### config.mk
export PLATFORM = sky130hd
export DESIGN_NAME = pipe_skid_reg_flat
export DESIGN_NICKNAME = d
export VERILOG_FILES = /design/src/rtl/pipe_skid_reg_if.sv /design/src/rtl/pipe_skid_reg.sv /design/src/flat_wrapper.sv
export SDC_FILE = /design/constraint.sdc
export NUM_CORES = 1
export LEC_CHECK = 0
export ABC_AREA = 1
export ABC_CLOCK_PERIOD_IN_PS = 24800
export BUFFER_PORTS_ARGS = -buffer_cell sky130_fd_sc_hd__buf_2
export CAP_MARGIN = 40
export CELL_PAD_IN_SITES_DETAIL_PLACEMENT = 0
export CELL_PAD_IN_SITES_GLOBAL_PLACEMENT = 1
export CORE_MARGIN = 2
export CORE_UTILIZATION = 25
export CTS_CLUSTER_DIAMETER = 120
export DETAILED_ROUTE_END_ITERATION = 8
export GPL_TIMING_DRIVEN = 0
export PLACE_DENSITY = 0.51
export SLEW_MARGIN = 15
export SYNTH_ARGS = -nofsm -noshare
export SYNTH_HDL_FRONTEND = slang
export SYNTH_SLANG_ARGS = --single-unit
### constraint.sdc
create_clock -name clk -period 24.8 [get_ports clk]
set_input_delay 4.96 -clock clk [delete_from_list [all_inputs] [get_ports clk]]
set_output_delay 4.96 -clock clk [all_outputs]
set_load 0.05 [all_outputs]
### src/rtl/pipe_skid_reg_if.sv
// pipe_skid_reg_if -- handshake bundle for one pipeline stage register.
//   flush                  : synchronous kill of everything the stage holds
//   in_valid/in_ready/in_data    : upstream side (producer -> stage)
//   out_valid/out_ready/out_data : downstream side (stage -> consumer)
//   occupancy, stall_cnt   : status observed from the stage
// Modports:
//   slave  : the stage itself
//   master : the environment driving the stage (upstream + downstream + control)
interface pipe_skid_reg_if #(
  parameter int DATA_W = 256
);
  logic              flush;
  logic              in_valid;
  logic              in_ready;
  logic [DATA_W-1:0] in_data;
  logic              out_valid;
  logic              out_ready;
  logic [DATA_W-1:0] out_data;
  logic [1:0]        occupancy;
  logic [31:0]       stall_cnt;

  modport slave (
    input  flush, in_valid, in_data, out_ready,
    output in_ready, out_valid, out_data, occupancy, stall_cnt
  );

  modport master (
    output flush, in_valid, in_data, out_ready,
    input  in_ready, out_valid, out_data, occupancy, stall_cnt
  );
endinterface

### src/rtl/pipe_skid_reg.sv
// pipe_skid_reg -- pipeline stage register with optional two-entry skid buffer.
// Ports:
//   clk  : clock, all state updates on the rising edge
//   rst  : asynchronous active-high reset
//   bus  : pipe_skid_reg_if.slave (flush, in_* upstream handshake,
//          out_* downstream handshake, occupancy, stall_cnt)
// Parameters:
//   DATA_W       payload width
//   SKID         1: two entries, in_ready registered; 0: one entry, in_ready
//                combinational from out_ready
//   CLR_ON_FLUSH 1: flush zeroes stored payload; 0: flush drops valid only
//
// state    | meaning
// ---------+-------------------------------------------------------
// ST_EMPTY | no entry held, out_valid low
// ST_MAIN  | one entry in main, presented on out_data
// ST_BOTH  | main presented, second entry parked in skid (SKID=1)
module pipe_skid_reg #(
  parameter int DATA_W       = 256,
  parameter int SKID         = 1,
  parameter int CLR_ON_FLUSH = 1
) (
  input  logic           clk,
  input  logic           rst,
  pipe_skid_reg_if.slave bus
);

  typedef enum logic [1:0] {
    ST_EMPTY = 2'd0,
    ST_MAIN  = 2'd1,
    ST_BOTH  = 2'd2
  } state_t;

  state_t            state_q, state_d;
  logic [DATA_W-1:0] main_q, main_d;
  logic [DATA_W-1:0] skid_q, skid_d;
  logic              in_ready_q, in_ready_d;
  logic [1:0]        occ_q, occ_d;
  logic [31:0]       stall_cnt_q, stall_cnt_d;

  logic out_valid;
  logic in_ready;
  logic in_fire;
  logic out_fire;

  assign out_valid = (state_q != ST_EMPTY);
  // With SKID=0 the single entry can be replaced in the same cycle it leaves,
  // so readiness must follow out_ready combinationally.
  assign in_ready  = (SKID != 0) ? in_ready_q : (!out_valid || bus.out_ready);
  assign in_fire   = bus.in_valid && in_ready;
  assign out_fire  = out_valid && bus.out_ready;

  always_comb begin
    state_d = state_q;
    main_d  = main_q;
    skid_d  = skid_q;

    if (bus.flush) begin
      // A same-cycle out_fire is treated as consumed; in_fire is dropped.
      state_d = ST_EMPTY;
      if (CLR_ON_FLUSH != 0) begin
        main_d = '0;
        skid_d = '0;
      end
    end else begin
      case (state_q)
        ST_EMPTY: begin
          if (in_fire) begin
            state_d = ST_MAIN;
            main_d  = bus.in_data;
          end
        end
        ST_MAIN: begin
          if (in_fire && out_fire) begin
            main_d = bus.in_data;
          end else if (in_fire) begin
            // Only reachable with SKID=1; SKID=0 in_ready implies out_fire here.
            state_d = ST_BOTH;
            skid_d  = bus.in_data;
          end else if (out_fire) begin
            state_d = ST_EMPTY;
          end
        end
        ST_BOTH: begin
          if (out_fire) begin
            state_d = ST_MAIN;
            main_d  = skid_q;
          end
        end
        default: state_d = ST_EMPTY;
      endcase
    end
  end

  always_comb begin
    in_ready_d  = (state_d != ST_BOTH);
    occ_d       = state_d;
    stall_cnt_d = stall_cnt_q;
    if (out_valid && !bus.out_ready && (stall_cnt_q != 32'hFFFF_FFFF)) begin
      stall_cnt_d = stall_cnt_q + 32'd1;
    end
  end

  always_ff @(posedge clk or posedge rst) begin
    if (rst) begin
      state_q     <= ST_EMPTY;
      main_q      <= '0;
      skid_q      <= '0;
      in_ready_q  <= 1'b1;
      occ_q       <= 2'd0;
      stall_cnt_q <= '0;
    end else begin
      state_q     <= state_d;
      main_q      <= main_d;
      skid_q      <= skid_d;
      in_ready_q  <= in_ready_d;
      occ_q       <= occ_d;
      stall_cnt_q <= stall_cnt_d;
    end
  end

  assign bus.in_ready  = in_ready;
  assign bus.out_valid = out_valid;
  assign bus.out_data  = main_q;
  assign bus.occupancy = occ_q;
  assign bus.stall_cnt = stall_cnt_q;

endmodule

### src/flat_wrapper.sv
// flat-port wrapper written by rule: the top's interface ports become plain ports
module pipe_skid_reg_flat 
#(
  parameter int DATA_W       = 256,
  parameter int SKID         = 1,
  parameter int CLR_ON_FLUSH = 1
)
  (clk, rst, bus_flush, bus_in_valid, bus_in_data, bus_out_ready, bus_in_ready, bus_out_valid, bus_out_data, bus_occupancy, bus_stall_cnt);
  pipe_skid_reg_if #(.DATA_W(DATA_W)) bus_i ();
  input  logic clk;
  input  logic rst;
  input wire logic [$bits(bus_i.flush)-1:0] bus_flush;
  input wire logic [$bits(bus_i.in_valid)-1:0] bus_in_valid;
  input wire logic [$bits(bus_i.in_data)-1:0] bus_in_data;
  input wire logic [$bits(bus_i.out_ready)-1:0] bus_out_ready;
  output wire logic [$bits(bus_i.in_ready)-1:0] bus_in_ready;
  output wire logic [$bits(bus_i.out_valid)-1:0] bus_out_valid;
  output wire logic [$bits(bus_i.out_data)-1:0] bus_out_data;
  output wire logic [$bits(bus_i.occupancy)-1:0] bus_occupancy;
  output wire logic [$bits(bus_i.stall_cnt)-1:0] bus_stall_cnt;
  assign bus_i.flush = bus_flush;
  assign bus_i.in_valid = bus_in_valid;
  assign bus_i.in_data = bus_in_data;
  assign bus_i.out_ready = bus_out_ready;
  assign bus_in_ready = bus_i.in_ready;
  assign bus_out_valid = bus_i.out_valid;
  assign bus_out_data = bus_i.out_data;
  assign bus_occupancy = bus_i.occupancy;
  assign bus_stall_cnt = bus_i.stall_cnt;
  pipe_skid_reg #(.DATA_W(DATA_W), .SKID(SKID), .CLR_ON_FLUSH(CLR_ON_FLUSH)) u_core (.clk(clk), .rst(rst), .bus(bus_i));
endmodule
## Word level (Yosys, flattened, before mapping)

Index checks and enable logic that the tools add are counted.

| cells by class | value |
|---|---|
| reductions and logical operators | 13 |
| add/sub/neg operators | 1 |
| eq/ne operators | 8 |
| muxes and demuxes | 15 |

Operators by type and width:

| cell | number |
|---|---|
| $mux 256 | 7 |
| $pmux 256 s3 | 1 |
| $add 32x1->32 const B | 1 |
| $ne 32x32->1 const B | 1 |
| $mux 2 | 6 |
| $ne 3x2->1 const B | 3 |
| $pmux 2 s3 | 1 |
| $reduce_bool 2->1 | 3 |
| $logic_and 1x1->1 | 5 |
| $ne 2x2->1 const B | 2 |
| $reduce_and 4->1 | 1 |
| $reduce_bool 4->1 | 1 |
| $reduce_and 3->1 | 1 |
| $eq 2x1->1 const B | 1 |
| $eq 2x2->1 const B | 1 |
| $logic_not 2->1 | 1 |
| $logic_not 1->1 | 1 |

| storage, ports and cells | value |
|---|---|
| bits in registers | 547 |
| output and inout bits | 292 |

## Logic depth before layout (Yosys ltp)

Gate-level depths: netlist of run 1.

| logic depth | value |
|---|---|
| depth after elaboration | 8 |
| depth in mapped cells | 11 |
| depth with buffers taken out | 10 |

## Worst setup path before layout of run 1

OpenSTA, ideal clock, no wires.

| timing path | value |
|---|---|
| path type | reg-to-output |
| start point | register u_core.state_q[1] |
| end point | output port bus_out_valid |
| slack | 18598 ps |
| buffers on the path | 1 |
| arrival | 1242 ps |
| cell stages (with the launch flop) | 4 |
| cell sequence | dfrtp_1 buf_2 inv_2 nand2_1 |

| on the way | value |
|---|---|
| word-level cells in the longest chain between the ends | 1 |

RTL lines:

| what | line | RTL |
|---|---|---|
| from (decl) | pipe_skid_reg.sv:34 | `state_t state_q, state_d;` |
| from (signal assigned) | pipe_skid_reg.sv:113 | `state_q <= state_d;` |
| $reduce_bool 2->1 | pipe_skid_reg.sv:46 | `assign out_valid = (state_q != ST_EMPTY);` |
| to (decl) | flat_wrapper.sv:17 | `output wire logic [$bits(bus_i.out_valid)-1:0] bus_out_valid;` |

Every way passes these cells.

## Worst setup path in the final report of run 1

Same ends and word-level chain as after synthesis.

==> results of run 1 <==
-- critical path, stage by stage (launching register included) --
cell and delay, ps:
sky130_fd_sc_hd__dfrtp_1 330, sky130_fd_sc_hd__buf_2 170, sky130_fd_sc_hd__inv_2 40, sky130_fd_sc_hd__nand2_1 80
sky130_fd_sc_hd__buf_2 310
-- Yosys cell counts --
cell type	number	area, um^2
sky130_fd_sc_hd__dfrtp_1	546	13700
sky130_fd_sc_hd__o21ai_0	486	2430
sky130_fd_sc_hd__nand2_1	451	1690
sky130_fd_sc_hd__inv_1	288	1080
sky130_fd_sc_hd__o21ai_1	288	1440
sky130_fd_sc_hd__nand3_1	272	1360
sky130_fd_sc_hd__a21oi_1	258	1290
sky130_fd_sc_hd__clkbuf_1	105	394
sky130_fd_sc_hd__buf_2	87	435
sky130_fd_sc_hd__nor2_1	52	195
sky130_fd_sc_hd__buf_1	32	120
sky130_fd_sc_hd__xor2_1	7	61.3
sky130_fd_sc_hd__xnor2_1	6	52.6
sky130_fd_sc_hd__buf_4	5	37.5
sky130_fd_sc_hd__nand2_2	5	31.3
sky130_fd_sc_hd__inv_2	3	11.3
sky130_fd_sc_hd__buf_6	2	22.5
sky130_fd_sc_hd__nand4_1	2	12.5
sky130_fd_sc_hd__a211oi_1	1	7.51
sky130_fd_sc_hd__a21oi_4	1	16.3
sky130_fd_sc_hd__dfstp_2	1	26.3
sky130_fd_sc_hd__ha_1	1	12.5
sky130_fd_sc_hd__nor2_2	1	6.26
sky130_fd_sc_hd__nor2_4	1	11.3
sky130_fd_sc_hd__nor3_1	1	5.00
-- worst max-delay path by stage --
stage,start,to,cells past startpoint
2_1_floorplan,rst,u_core.bus.out_data[0],1
4_1_cts,u_core.state_q[1],bus_out_valid,4
6_report,u_core.state_q[1],bus_out_valid,4
3_5_place_dp,bus_flush,u_core.skid_q[90],7
5_1_grt,bus_flush,u_core.skid_q[72],7
3_3_place_gp,rst,u_core.bus.out_data[107],2
-- where the power goes --
group          internal [mW]  switching [mW]
combinational         0.0963           0.330
sequential             0.946          0.0336
clock                  0.640           0.423
total                   1.68           0.787
-- state kept, by name, indices dropped and copies added, names as in the netlist --
name	cells
u_core.skid_q	256
u_core.bus.out_data	256
u_core.bus.in_ready	1
u_core.bus.stall_cnt	32
u_core.state_q	2
-- kinds of logic (layout without fill, tap and decap cells) --
logic type               after synthesis  count (layout)  share of synthesized area (%)
adder cells (fa/ha/maj)                1               1                         0.0512
XOR/XNOR                              13              13                          0.466
AO/OA/AOI/OAI                       1034            1034                           21.2
buffers and inverters                522            1217                           8.61
flip-flops                           547             547                           56.1
other                                  0               9                              0
AND/OR/NAND/NOR                      785             785                           13.6
-- final cells by class --
cell class              count  area (um^2)  area share [%]
diodes                      9         22.5          0.0716
inverters                 291         1100            3.49
clock buffers             111         2200            6.99
multi-input cells        1833         8630            27.4
repair buffers            567         3040            9.67
clock inverters            17          179           0.569
flip-flops and latches    547        13700            43.5
well taps                1276         1600            5.07
plain buffers             231         1010            3.21
-- metrics by stage --
step	std cells	hold WS, ps
finish	4882	478
global route	4880	499
CTS	4873	486
detailed placement	4745	472
global placement	4729	468
floorplan	2902	473
-- routing by layer --
metal	GRT usage, %	vias to the layer above
met2	31.9	594
met1	25.8	10884
li1	-	10973
met4	6.22	34
met3	5.74	179
met5	0	-
==> out/summary.json, run 1 <==
{
  "layout_commonest_cell": "sky130_fd_sc_hd__buf_2",
  "setup_violations": 0,
  "fin_worst_skew_ps": 10.9,
  "commonest_non_fill_non_tap_cells_in_the_layout": "sky130_fd_sc_hd__buf_2, sky130_fd_sc_hd__dfrtp_1, sky130_fd_sc_hd__o21ai_0, sky130_fd_sc_hd__nand2_1, sky130_fd_sc_hd__o21ai_1",
  "final_cell_area_mm2": 0.0315,
  "iteration_0_drc_count_of_the_detailed_router": 1502,
  "power-per-cell-area_mw_per_mm2": 78.5,
  "cts_tree": "built",
  "timing.setup.critical_path_class": "flip-flop to output pin",
  "routed-via-count": 22664,
  "via_cell_ratio": 4.64,
  "final.period_utilization_pct": 26.3,
  "placementRows": 114,
  "drc": 0,
  "setup_tns_ps": 0,
  "setup_ws_ps": 18270,
  "height_of_the_die_um": 317,
  "ff2ff_path_depth": 7,
  "startpoint_type": "flip-flop",
  "ys_seq_area_share_pct": 56.1,
  "layout.nets": 3804,
  "synth_seq_cells": 547,
  "hold_viol_final": 0,
  "hold_path_end": "u_core.bus.out_data[239]",
  "met3_wirelength_mm": 6.72,
  "hpwlAfterDp_mm": 74.2,
  "port-buffer-count": 551,
  "drt_first_pass_iters": 5,
  "worstMarginPinSlew_ps": 790,
  "synth_nets": 3164,
  "regToRegStartpoint": "u_core.state_q[1]",
  "initial_standard_cell_utilization_of_the_core_pct": 25.3,
  "layout-drive-gt1-share_pct": 21.9,
  "drt-total-wl_mm": 102,
  "synth_area_per_cell_um2": 8.42,
  "unrepaired_setup_endpoints_after_global_routing": "false",
  "fp.dieArea_mm2": 0.100,
  "aggregate_global_route_resource_usage_pct": 19.9,
  "wl_met1_mm": 44.2,
  "setup.worst_path.end_class": "output pin",
  "r2r-end": "u_core.bus.out_data[175]",
  "cts.hold.buffers_added": 0,
  "antenna_violating_nets_post_route": 0,
  "grt_start_max_net_pins": 101,
  "yosys_warnings": 0,
  "critical_path.max_fanout": 6,
  "final_max_slew_viol_count": 0,
  "peakVddDrop_mv": 0.0411,
  "cts-root-to-sink-buffers": 3,
  "place_congestion": 0.797,
  "grt_pass1_vias": 23014,
  "maxClockFrequency_ghz": 0.153,
  "synthesis.instances": 2902,
  "globalRouteOverflowTotal": 0,
  "cts-buffers-inserted": 71,
  "wl_met2_mm": 47.6,
  "post_synth_instance_area_mm2": 0.0244,
  "antenna_found_initial": 31,
  "cts_setup_buffers": 0,
  "design.portCount": 553,
  "place_worst_setup_slack_ps": 17570,
  "totalPowerFinal_mw": 2.47,
  "finish.utilization_pct": 32.5,
  "critPathRequiredTime_ps": 19840,
  "worst_hold_startpoint": "u_core.bus.out_data[239]",
  "fill_cells": 10440,
  "layout_min_cycle_time_ps": 6530,
  "hold_path_depth": 2,
  "chipWidth_um": 317,
  "clock_sinks": 547,
  "routedWlPerCell_um": 20.8,
  "post_cts_resized": 0,
  "r2r_slack_ps": 22270,
  "arrival_ps": 1570,
  "cts-root-buf": "sky130_fd_sc_hd__clkbuf_16",
  "global_route_wire_length_before_repair_mm": 150,
  "worst_skew_pair.late_latency_ps": 630,
  "run_status": "completed",
  "hold_path.class": "flip-flop to flip-flop",
  "core_area_mm2": 0.0967,
  "slew_hr_pct": 47.3,
  "cellLeakagePower_nw": 15.5,
  "path_clk_slew_ps": 60,
  "layout_area_overhead_pct": 28.9,
  "highest_layer": "met5",
  "synth.distinct_cells": 25,
  "clock_h_tree_levels": 3,
  "max_cap_violations": 0,
  "postPlaceCellArea_mm2": 0.0291
}
No activity file was read; power rests on OpenSTA's default activity.
==> inputs of run 2 (changes only) <==
--- a/config.mk
+++ b/config.mk
@@ -6,7 +6,7 @@
 export NUM_CORES = 1
 export LEC_CHECK = 0
 export ABC_AREA = 1
-export ABC_CLOCK_PERIOD_IN_PS = 24800
+export ABC_CLOCK_PERIOD_IN_PS = 5620
 export BUFFER_PORTS_ARGS = -buffer_cell sky130_fd_sc_hd__buf_2
 export CAP_MARGIN = 40
 export CELL_PAD_IN_SITES_DETAIL_PLACEMENT = 0
@@ -16,7 +16,7 @@
 export CTS_CLUSTER_DIAMETER = 120
 export DETAILED_ROUTE_END_ITERATION = 8
 export GPL_TIMING_DRIVEN = 0
-export PLACE_DENSITY = 0.51
+export PLACE_DENSITY = 0.53
 export SLEW_MARGIN = 15
 export SYNTH_ARGS = -nofsm -noshare
 export SYNTH_HDL_FRONTEND = slang
==> constraint.sdc (replaced) <==
create_clock -name clk -period 5.62 [get_ports clk]
set_input_delay 1.124 -clock clk [delete_from_list [all_inputs] [get_ports clk]]
set_output_delay 1.124 -clock clk [all_outputs]
set_load 0.05 [all_outputs]
==> out/summary.json, run 2 (synthesized netlist as in run 1, its figures left out) <==
{
  "layout-drive-gt1-share_pct": 21.8,
  "power.combinational.fraction_pct": 17.7,
  "run_status": "completed",
  "arrival_ps": 1580,
  "commonest_non_fill_non_tap_cells_in_the_layout": "sky130_fd_sc_hd__buf_2, sky130_fd_sc_hd__dfrtp_1, sky130_fd_sc_hd__o21ai_0, sky130_fd_sc_hd__nand2_1, sky130_fd_sc_hd__o21ai_1",
  "height_of_the_die_um": 317,
  "clock_h_tree_levels": 3,
  "cts-root-buf": "sky130_fd_sc_hd__clkbuf_16",
  "final_max_slew_viol_count": 0,
  "hpwlAfterDp_mm": 75.8,
  "highest_layer": "met5",
  "finish.utilization_pct": 32.7,
  "fin_worst_skew_ps": 21.5,
  "iteration_0_drc_count_of_the_detailed_router": 1404,
  "hold_viol_final": 0,
  "design.portCount": 553,
  "place_worst_setup_slack_ps": 2330,
  "wl_met1_mm": 44.6,
  "total_switching_power_mw": 3.42,
  "place_congestion": 0.804,
  "grt_start_max_net_pins": 34,
  "drt_first_pass_iters": 5,
  "aggregate_global_route_resource_usage_pct": 20.0,
  "drc": 0,
  "fp.dieArea_mm2": 0.100,
  "antenna_found_initial": 21,
  "grt_pass1_vias": 23460,
  "cts_tree": "built",
  "clock_sinks": 547,
  "globalRouteOverflowTotal": 0,
  "via_cell_ratio": 4.68,
  "layout_area_overhead_pct": 29.5,
  "antenna_violating_nets_post_route": 0,
  "core_area_mm2": 0.0967,
  "unrepaired_setup_endpoints_after_global_routing": "false",
  "maxClockFrequency_ghz": 0.370,
  "routed-via-count": 22887,
  "timing.setup.critical_path_class": "flip-flop to output pin",
  "drt-total-wl_mm": 101,
  "routedWlPerCell_um": 20.7,
  "max_cap_violations": 0,
  "path_clk_slew_ps": 50,
  "hold_path_depth": 2,
  "port-buffer-count": 551,
  "setup_violations": 0,
  "layout_min_cycle_time_ps": 2700,
  "layout_commonest_cell": "sky130_fd_sc_hd__buf_2",
  "met3_wirelength_mm": 6.40,
  "critical_path.max_fanout": 6,
  "cellLeakagePower_nw": 15.6,
  "cts-buffers-inserted": 71,
  "cts.hold.buffers_added": 0,
  "critPathRequiredTime_ps": 4500,
  "swShare_pct": 31.9,
  "worstMarginPinSlew_ps": 792,
  "placementRows": 114,
  "power-per-cell-area_mw_per_mm2": 339,
  "startpoint_type": "flip-flop",
  "cts_setup_buffers": 0,
  "final.period_utilization_pct": 48.0,
  "global_route_wire_length_before_repair_mm": 152,
  "cts-root-to-sink-buffers": 3,
  "setup_ws_ps": 2920,
  "layout.nets": 3817,
  "intPower_mw": 7.31,
  "slew_hr_pct": 47.2,
  "post_cts_resized": 0,
  "ff2ff_path_depth": 7,
  "peakVddDrop_mv": 0.175,
  "wl_met2_mm": 47.9,
  "power_frac_seq_pct": 40.3,
  "setup.worst_path.end_class": "output pin",
  "power_frac_clock_pct": 42.0,
  "chipWidth_um": 317,
  "worst_skew_pair.late_latency_ps": 630,
  "hold_path.class": "flip-flop to flip-flop",
  "initial_standard_cell_utilization_of_the_core_pct": 25.3
}
==> run 2: routing by layer <==
layer,up-vias,track usage (%)
met1,11143,26.3
met2,577,32.9
li1,10987,-
met3,150,5.17
met5,-,0
met4,30,4.93
==> run 2: critical path, cell delays in order (launching register included) <==
cell,delay (ps)
sky130_fd_sc_hd__dfrtp_1,330
sky130_fd_sc_hd__buf_2,170
sky130_fd_sc_hd__inv_2,40
sky130_fd_sc_hd__nand2_1,80
sky130_fd_sc_hd__buf_2,320
==> run 2: power by group through the flow <==
stage               Combinational [mW]  Clock, mW  Sequential [mW]
CTS                               1.93       4.65             4.33
global placement                  1.89          0             4.40
detailed placement                1.93          0             4.39
finish                            1.90       4.51             4.33
floorplan                        0.558          0             5.05
global route                      2.06       4.81             4.35
==> run 2: worst paths after layout <==
kind | end | from | slack (ps)
max in group asynchronous | u_core.bus.out_data[123] | rst | 3600
worst min register to register | u_core.bus.out_data[157] | u_core.bus.out_data[157] | 480
worst max-delay path | bus_out_valid | u_core.state_q[1] | 2920
worst max register to register | u_core.bus.out_data[86] | u_core.state_q[1] | 3130
min in group asynchronous | u_core.bus.out_data[197] | rst | 520
worst min-delay path | u_core.bus.out_data[157] | u_core.bus.out_data[157] | 480
==> run 2: per-stage QoR <==
| stage | setup TNS, ps | power, mW | instance area (um^2) | hold slack, ps | instances |
|---|---|---|---|---|---|
| after global placement | -3952830 | 6.29 | 28800 | 464 | 4729 |
| after floorplan | -1608870 | 5.61 | 24400 | 473 | 2902 |
| final | 0 | 10.7 | 31600 | 479 | 4887 |
| after global routing | 0 | 11.2 | 31600 | 492 | 4884 |
| after CTS | 0 | 10.9 | 31600 | 465 | 4881 |
| after detailed placement | 0 | 6.32 | 29300 | 473 | 4757 |
==> run 2: area by class of cell <==
class,instances,area (um^2)
Clock inverter,12,136
Inverter,291,1100
Tap cell,1276,1600
Fill cell,10449,65100
Sequential cell,547,13700
Buffer,231,1010
Antenna cell,5,12.5
Clock buffer,112,2130
Multi-Input combinational cell,1833,8630
Timing Repair Buffer,580,3320
